--- config.mk ---
export PLATFORM = sky130hd
export DESIGN_NAME = ripple_adder_seq_flat
export DESIGN_NICKNAME = d
export VERILOG_FILES = /design/src/rtl/ripple_adder_seq_if.sv /design/src/rtl/ripple_adder_seq.sv /design/src/flat_wrapper.sv
export SDC_FILE = /design/constraint.sdc
export NUM_CORES = 1
export LEC_CHECK = 0
export CAP_MARGIN = 10
export CELL_PAD_IN_SITES_DETAIL_PLACEMENT = 1
export CELL_PAD_IN_SITES_GLOBAL_PLACEMENT = 1
export CORE_UTILIZATION = 35
export CTS_BUF_LIST = sky130_fd_sc_hd__clkbuf_8
export CTS_CLUSTER_DIAMETER = 50
export DETAILED_ROUTE_END_ITERATION = 10
export PLACE_DENSITY_LB_ADDON = 0.08
export SETUP_SLACK_MARGIN = 0.2
export SLEW_MARGIN = 20
export SYNTH_ARGS = -nofsm -noshare
export SYNTH_HDL_FRONTEND = slang
export SYNTH_SLANG_ARGS = --single-unit
--- constraint.sdc ---
create_clock -name CK -period 2.3 [get_ports CK]
set_input_delay 0.46 -clock CK [delete_from_list [all_inputs] [get_ports CK]]
set_output_delay 0.46 -clock CK [all_outputs]
set_load 0.005 [all_outputs]
--- src/rtl/ripple_adder_seq_if.sv ---
// ----------------------------------------------------------------------------
// ripple_adder_seq_if
//   Operand / result handshake bundle for ripple_adder_seq.
//
//   Operand side : in_valid, in_ready, A, B, ci
//   Result side  : out_valid, out_ready, SUM, co (+ ovf)
//
//   Modports
//     master : the environment (drives operands, accepts results)
//     slave  : the adder sequencer
//
//   Optional feature macro: RIPPLE_ADDER_SEQ_OVF_EN adds the ovf signal.
// ----------------------------------------------------------------------------
interface ripple_adder_seq_if #(
    parameter int N = 12
);
    logic         in_valid;
    logic         in_ready;
    logic [N-1:0] A;
    logic [N-1:0] B;
    logic         ci;
    logic         out_valid;
    logic         out_ready;
    logic [N-1:0] SUM;
    logic         co;
`ifdef RIPPLE_ADDER_SEQ_OVF_EN
    logic         ovf;

    modport master (
        output in_valid, A, B, ci, out_ready,
        input  in_ready, out_valid, SUM, co, ovf
    );
    modport slave (
        input  in_valid, A, B, ci, out_ready,
        output in_ready, out_valid, SUM, co, ovf
    );
`else
    modport master (
        output in_valid, A, B, ci, out_ready,
        input  in_ready, out_valid, SUM, co
    );
    modport slave (
        input  in_valid, A, B, ci, out_ready,
        output in_ready, out_valid, SUM, co
    );
`endif
endinterface

--- src/rtl/ripple_adder_seq.sv ---
// ----------------------------------------------------------------------------
// ripple_adder_seq
//   Adds two N-bit operands one 4-bit slice per clock through a single 4-bit
//   ripple datapath and a registered inter-slice carry. Operands are taken on
//   a valid/ready handshake, the result is offered on a valid/ready handshake.
//
//   Ports
//     CK   : clock, all state changes on the rising edge
//     RN   : synchronous active-low reset
//     bus  : ripple_adder_seq_if.slave
//              in_valid / in_ready / A / B / ci    operand handshake
//              out_valid / out_ready / SUM / co    result handshake
//              ovf                                 signed overflow (optional)
//
//   Parameter
//     N    : operand/result width, multiple of 4, at least 4
//
//   Optional feature macro: RIPPLE_ADDER_SEQ_OVF_EN
//     Adds a registered signed-overflow flag computed on the last slice.
// ----------------------------------------------------------------------------
module ripple_adder_seq #(
    parameter int N = 12
) (
    input  logic              CK,
    input  logic              RN,
    ripple_adder_seq_if.slave bus
);

    localparam int NSL = N / 4;
    localparam int KW  = (NSL > 1) ? $clog2(NSL) : 1;

    localparam logic [KW-1:0] K_LAST = KW'(NSL - 1);
    localparam logic [KW-1:0] K_ONE  = KW'(1);

    typedef enum logic [1:0] {
        S_IDLE = 2'd0,
        S_CALC = 2'd1,
        S_DONE = 2'd2
    } state_t;

    state_t         r_state;
    state_t         w_state_nxt;

    logic [N-1:0]   r_a;
    logic [N-1:0]   r_b;
    logic           r_c;
    logic [KW-1:0]  r_k;
    logic [N-1:0]   r_sum;

    logic [KW+1:0]  w_base;
    logic [3:0]     w_a_sl;
    logic [3:0]     w_b_sl;
    logic [4:0]     w_sl;
    logic           w_last;

    // ------------------------------------------------------------------------
    // Shared slice datapath: the slice counter picks which nibble of the
    // captured operands is added this cycle.
    // ------------------------------------------------------------------------
    assign w_base = {r_k, 2'b00};
    assign w_a_sl = r_a[w_base +: 4];
    assign w_b_sl = r_b[w_base +: 4];
    assign w_sl   = {1'b0, w_a_sl} + {1'b0, w_b_sl} + {4'b0000, r_c};
    assign w_last = (r_k == K_LAST);

    // ------------------------------------------------------------------------
    // FSM: state register
    // ------------------------------------------------------------------------
    always_ff @(posedge CK) begin
        if (!RN) r_state <= S_IDLE;
        else     r_state <= w_state_nxt;
    end

    // ------------------------------------------------------------------------
    // FSM: next state
    // ------------------------------------------------------------------------
    always_comb begin
        w_state_nxt = r_state;
        case (r_state)
            S_IDLE:  if (bus.in_valid)  w_state_nxt = S_CALC;
            S_CALC:  if (w_last)        w_state_nxt = S_DONE;
            S_DONE:  if (bus.out_ready) w_state_nxt = S_IDLE;
            default:                    w_state_nxt = S_IDLE;
        endcase
    end

    // ------------------------------------------------------------------------
    // FSM: outputs, decoded from the state register only so that no input
    // reaches a handshake output combinationally.
    // ------------------------------------------------------------------------
    always_comb begin
        bus.in_ready  = 1'b0;
        bus.out_valid = 1'b0;
        case (r_state)
            S_IDLE:  bus.in_ready  = 1'b1;
            S_DONE:  bus.out_valid = 1'b1;
            default: ;
        endcase
    end

    // ------------------------------------------------------------------------
    // Datapath registers
    // ------------------------------------------------------------------------
    always_ff @(posedge CK) begin
        if (!RN) begin
            r_a   <= '0;
            r_b   <= '0;
            r_c   <= 1'b0;
            r_k   <= '0;
            r_sum <= '0;
        end else begin
            case (r_state)
                S_IDLE: begin
                    // Operands are sampled only here; later input changes
                    // have no effect on the operation in flight.
                    if (bus.in_valid) begin
                        r_a <= bus.A;
                        r_b <= bus.B;
                        r_c <= bus.ci;
                        r_k <= '0;
                    end
                end
                S_CALC: begin
                    r_sum[w_base +: 4] <= w_sl[3:0];
                    r_c                <= w_sl[4];
                    if (!w_last) r_k <= r_k + K_ONE;
                end
                default: ;
            endcase
        end
    end

    // SUM/co are straight register outputs and so stay put through DONE.
    assign bus.SUM = r_sum;
    assign bus.co  = r_c;

`ifdef RIPPLE_ADDER_SEQ_OVF_EN
    // ------------------------------------------------------------------------
    // Signed overflow = carry into MSB xor carry out of MSB. The carry into
    // the slice's top bit is recovered from its sum bit: s3 = a3 ^ b3 ^ c3.
    // ------------------------------------------------------------------------
    logic r_ovf;
    logic w_cin_msb;

    assign w_cin_msb = w_a_sl[3] ^ w_b_sl[3] ^ w_sl[3];

    always_ff @(posedge CK) begin
        if (!RN) begin
            r_ovf <= 1'b0;
        end else if (r_state == S_CALC && w_last) begin
            r_ovf <= w_cin_msb ^ w_sl[4];
        end
    end

    assign bus.ovf = r_ovf;
`endif

endmodule

--- src/flat_wrapper.sv ---
// flat-port wrapper written by rule: the top's interface ports become plain ports
module ripple_adder_seq_flat 
#(
    parameter int N = 12
)
  (CK, RN, bus_in_valid, bus_A, bus_B, bus_ci, bus_out_ready, bus_in_ready, bus_out_valid, bus_SUM, bus_co);
  ripple_adder_seq_if #(.N(N)) bus_i ();
  input  logic CK;
  input  logic RN;
  input wire logic [$bits(bus_i.in_valid)-1:0] bus_in_valid;
  input wire logic [$bits(bus_i.A)-1:0] bus_A;
  input wire logic [$bits(bus_i.B)-1:0] bus_B;
  input wire logic [$bits(bus_i.ci)-1:0] bus_ci;
  input wire logic [$bits(bus_i.out_ready)-1:0] bus_out_ready;
  output wire logic [$bits(bus_i.in_ready)-1:0] bus_in_ready;
  output wire logic [$bits(bus_i.out_valid)-1:0] bus_out_valid;
  output wire logic [$bits(bus_i.SUM)-1:0] bus_SUM;
  output wire logic [$bits(bus_i.co)-1:0] bus_co;
  assign bus_i.in_valid = bus_in_valid;
  assign bus_i.A = bus_A;
  assign bus_i.B = bus_B;
  assign bus_i.ci = bus_ci;
  assign bus_i.out_ready = bus_out_ready;
  assign bus_in_ready = bus_i.in_ready;
  assign bus_out_valid = bus_i.out_valid;
  assign bus_SUM = bus_i.SUM;
  assign bus_co = bus_i.co;
  ripple_adder_seq #(.N(N)) u_core (.CK(CK), .RN(RN), .bus(bus_i));
endmodule
======== Word level (Yosys, flattened, before mapping) ========
Cells that the tools add are included.
cells by class
  divide/modulo/power cells ............... 0
  bitwise operators ....................... 0
  shift operators ......................... 4
  muxes and demuxes ....................... 12
  add/subtract/negate cells ............... 4
  magnitude comparators ................... 0
  equal/unequal tests ..................... 7
  multipliers ............................. 0
  reduce and logical (&&, ||, !) cells .... 6
operators with widths
  kind                                                   number
  indexed part select 12 x 5 -> 4 bit                    2
  bitwise mux 12 bit                                     1
  variable shift 4 x 6 -> 12 bit (first input constant)  1
  indexed part select 4 x 6 -> 12 bit                    1
  two-way mux 2 bit                                      5
  != test 2 bit (second input constant)                  3
  negator 4 -> 6 bit                                     1
  case mux 2 bit (3 select lines)                        1
  AND reduction 3 bit                                    2
  adder 4 x 4 -> 5 bit                                   1
  adder 5 x 1 -> 5 bit                                   1
  == test 2 bit (second input constant)                  2
  case mux 2 bit (2 select lines)                        1
  AND reduction 2 bit                                    2
  two-way mux 1 bit                                      3
  adder 2 x 1 -> 2 bit (second input constant)           1
  == test 2 x 1 -> 1 bit (second input constant)         1
  logical NOT 2 bit                                      1
  != test 2 x 1 -> 1 bit (second input constant)         1
  case mux 1 bit (2 select lines)                        1
  nonzero test 2 bit                                     1
storage, ports and cells
  flip-flop bits (word level) ............. 41
  bits in read-only memories .............. 0
  bits in latches ......................... 0
  word-level logic and storage cells ...... 39
  memories ................................ 0
  memory bits (writable) .................. 0
  input bits .............................. 29

======== Longest topological paths before layout ========
Gate-level depths: netlist of run 1.
  depth after elaboration ................. 5
  gate-level depth with buffers ........... 9
  depth with buffers taken out ............ 9

======== Worst setup path before layout of run 1 ========
Ideal clock, no wire load.
  kind .................................... register -> register
  start ................................... register u_core.r_k[0]
  end ..................................... register u_core.r_c (netlist: u_core.bus.co)
  arrival ................................. 2.336 ns
  setup slack ............................. -0.156 ns
  clock period less this slack ............ 2.456 ns
  stages on the path, launching flop included .. 10
  path through ............................ dfxtp_1 buf_2 buf_2 mux2i_1 o22ai_1 fa_1 fa_1 a21o_1 a211oi_1 nor2_1
between the ends
  longest elaborated chain between the ends .. 4
  elaborated cells on any way between the ends .. 5
  classes of those cells .................. 2 x add/sub; 2 x shift; 1 x mux
RTL lines
  element                                                        line                                            source
  start, declared                                                ripple_adder_seq.sv:47                          logic [KW-1:0] r_k;
  start signal, assigned                                         ripple_adder_seq.sv:126                         if (!w_last) r_k <= r_k + K_ONE;
  indexed part select 12 x 5 -> 4 bit, on equally long branches  ripple_adder_seq.sv:61, ripple_adder_seq.sv:62
  adder 4 x 4 -> 5 bit (*)                                       ripple_adder_seq.sv:63                          assign w_sl = {1'b0, w_a_sl} + {1'b0, w_b_sl} + {4'b0000, r_c};
  adder 5 x 1 -> 5 bit (*)                                       ripple_adder_seq.sv:63
  case mux 1 bit (2 select lines) (*)                            ripple_adder_seq.sv:112                         case (r_state)
  end signal, assigned                                           ripple_adder_seq.sv:119                         r_c <= bus.ci;
  end signal, assigned                                           ripple_adder_seq.sv:125                         r_c <= w_sl[4];
  end, declared                                                  ripple_adder_seq.sv:46                          logic r_c;
Every way passes the cells marked *; elsewhere a longest branch is shown, timed or not.
A chain may end at the register's enable or synchronous reset.

======== Worst setup path in the final report of run 1 ========
Same ends and word-level chain as after synthesis.

==> results.md, run 1 <==
- Status: finished clean
- Hold buffers post-CTS: 0
- Slew Limit Fails: 0
- Seq/Total Area, Yosys: about two fifths
- Initial antenna violation count: 0
- Final worst-path cycle share: around 92%
- DRC: 0
- CP max FO: 6
- Number of global-route vias before repair: about 1,600
- Clock Latency Late Sink: roughly 0.28 ns
- CTS max path bufs: 2
- Synth top area share: 41.78%
- Post-Route WL: approximately 4.6 mm
- Final Power: between 1500 and 2000 uW
- Fmax: around 0.47 GHz
- Pleak: around 0.001 uW
- Cell Area, Synth: ~2000 um2
- CTS buffer count: 5
- Cell count after synthesis: between 200 and 250
- Vias: about 1,600
- Max_slew headroom: between 70% and 80%
- Worst Setup Start Kind: flop
- Top FF cell, synth: dfxtp_1
- Setup slack, reg-to-reg: between 0.15 and 0.2 ns
- RD Place Congestion: a little over 0.7
- Syn Area/Cell: roughly 8.8 um2
- H-tree Lvls: 2
- Height of the die: ~77 um
- Internal power: 1110 uW
- Antenna viol nets, final: 0
- Final setup vio count: 0
- CTS root buf: clkbuf_8
- Layout cells sized above 1: about 13%
- Combinational group share of total power: 20.2%
- Net switching power: around 400 uW
- GRT Util Overall: 16.07%
- Routed len/inst: approximately 14 um
- Setup CP Type: flop to flop
- Clk network pwr share: ~29%
- Final Critical Period: 2.123 ns
- Iteration-0 DRC Markers: 39
- First-pass GRT wire length: about 7.5 mm
- I/O Pins: 44
- Synth area leader: dfxtp_1
- Hold Path Sink: u_core.r_b[11]
- Worst Hold Launch: u_core.r_b[11]
- Least-Margin Pin Slew: roughly 0.41 ns
- CORE AREA: ~5300 um2
- Cell Rows: 26
- Critical Path RT: about 2.5 ns
- Reg power frac: roughly half
- Clk pin slew, worst setup/hold paths: 0.07 ns
- RSZ-0062 raised after global routing: yes
- Leading cell type in the layout, fill and taps excluded: nand2_1
- Global route total overflow: 0
- Max-Cap Viols: 0
- Reg-to-Reg Start: u_core.r_k[0]
- Die X-Extent: around 77 um
- Final core occ: 50.07%
- Most frequent cells in the layout: nand2_1, clkdlybuf4s50_1, dfxtp_1
- Critical path arrival: between 2 and 2.5 ns
- Peak VDD IR: 0.0003235 V
- Synth warnings: 0
- Worst min path class: flop to flop
- CTS Sinks: 41
- Post-synth EDFFs: 0
- Power per standard cell area: 575.6 nW/um2
- P&R area growth vs syn: 34.33%
- Final hold violations: 0
- Critical Path Sink Type: flop
- Buffers on Ports: 43
- Drt first pass iters: 4
- Number of diodes: 0
- Initial Util: a little under two fifths
- Sw Share: around 27%
- CTS tree: yes
- Final #Nets: 310
- HPWL Detailed: 3.503 mm
- Setup TNS: 0 ns
- Vias per inst: 4.775
- Post-Syn Nets: around 260
- Top post-synthesis cells by area: dfxtp_1, nand2_1, a21boi_0
- Worst reg2reg endpoint: u_core.bus.co
- Reg2Reg Depth: 7
- Largest net degree at the start of global routing: 25
- WHS Path Cells: 2
- Async set or reset register ratio after synthesis: 0%
- #FFs+latches synth: between 40 and 50
- Distinct cells, synth: 34
- Clk_skew: approximately 0.0076 ns
- Die area: between 5000 and 6000 um2
-- area by class of cell --
class / instances / area, um2
multi-input combinational: 167 / 1124
clock buffer: 5 / 68.82
fill: 628 / 2631
inverter: 3 / 11.26
timing repair buffer: 53 / 509.2
tap: 70 / 87.58
clock inverter: 3 / 13.76
sequential: 41 / 824.5
-- worst max-delay path: stages, from the launching register on --
cell and delay [ns]:
dfxtp_4 0.39, mux2i_1 0.23, o22ai_2 0.12, fa_2 0.40, fa_2 0.38, a21o_1 0.20, a211oi_2 0.22, nor2_1 0.07
-- registers in the layout (all words and copies together), names as in the netlist --
name and flops:
u_core.r_k 2, u_core.r_b 12, u_core.bus.SUM 12, u_core.bus.co 1, u_core.r_a 12, u_core.r_state 2
-- synthesized netlist by cell type, types with 2 or more instances --
library cell	n
nor2_1	6
nor2b_1	16
inv_1	3
a21boi_1	3
a21o_1	2
clkbuf_1	5
ha_1	8
buf_4	2
o21ai_0	5
mux2i_1	8
fa_1	2
nand2_1	62
o22ai_1	3
a22oi_1	11
a32oi_1	3
a21boi_0	22
dfxtp_1	41
buf_2	4
-- layer usage --
metal	vias up	part of all wire, %	global-route usage (%)
li1	853	-	-
met1	744	52	23.16
met2	32	44	23.66
met3	4	2.8	3.571
met4	0	0.86	4.615
met5	-	0	0
-- metrics by stage --
step                      instance area, um2  hold WS [ns]  setup slack, ns  std cells
after detailed placement                2501        0.4552          0.04167        333
after global routing                    2639        0.4958          0.07767        342
after global placement                  2501        0.4475          0.08135        333
final                                   2639        0.4636           0.1774        342
after CTS                               2592        0.4697           0.2020        341
after floorplan                         1982        0.4353           0.1140        222
-- power groups by stage --
stage / combinational [uW] / clock (uW) / sequential, uW
finish: 306 / 438 / 775
global route: 340 / 490 / 779
CTS: 296 / 465 / 774
detailed placement: 294 / 0 / 790
global placement: 289 / 0 / 790
floorplan: 180 / 0 / 780
-- worst max path at each step --
stage	slack, ns	end	depth (start not counted)	from
after detailed placement	0.04	u_core.bus.co	7	u_core.r_k[0]
after global routing	0.08	u_core.bus.co	7	u_core.r_k[0]
final	0.18	u_core.bus.co	7	u_core.r_k[0]
after floorplan	0.11	u_core.bus.co	9	u_core.r_k[0]
after CTS	0.20	u_core.bus.SUM[11]	8	u_core.r_k[0]
after global placement	0.08	u_core.bus.co	7	u_core.r_k[0]
-- kinds of logic after synthesis --
kind of cell / after synthesis / synth area share [%]
muxes: 8 / 4.077
AOI/OAI and AO/OA: 53 / 19.68
adders and majority gates: 10 / 7.134
buffers and inverters: 14 / 3.312
and+or+nand+nor: 95 / 23.57
DFF: 41 / 41.78
xor gates and xnor gates: 1 / 0.4459
-- repair_timing --
item,CTS,global route
pin swaps,0,3
resized for setup,3,9
buffers inserted,0,1
endpoints found under the setup margin,7,7
(Power assumes the default switching activity.)
==> inputs of run 2 (changes only) <==
CAP_MARGIN = not set   (was 10)
==> results of run 2 <==
Same layout as run 1: the final DEF is identical, and so are final timing and power.
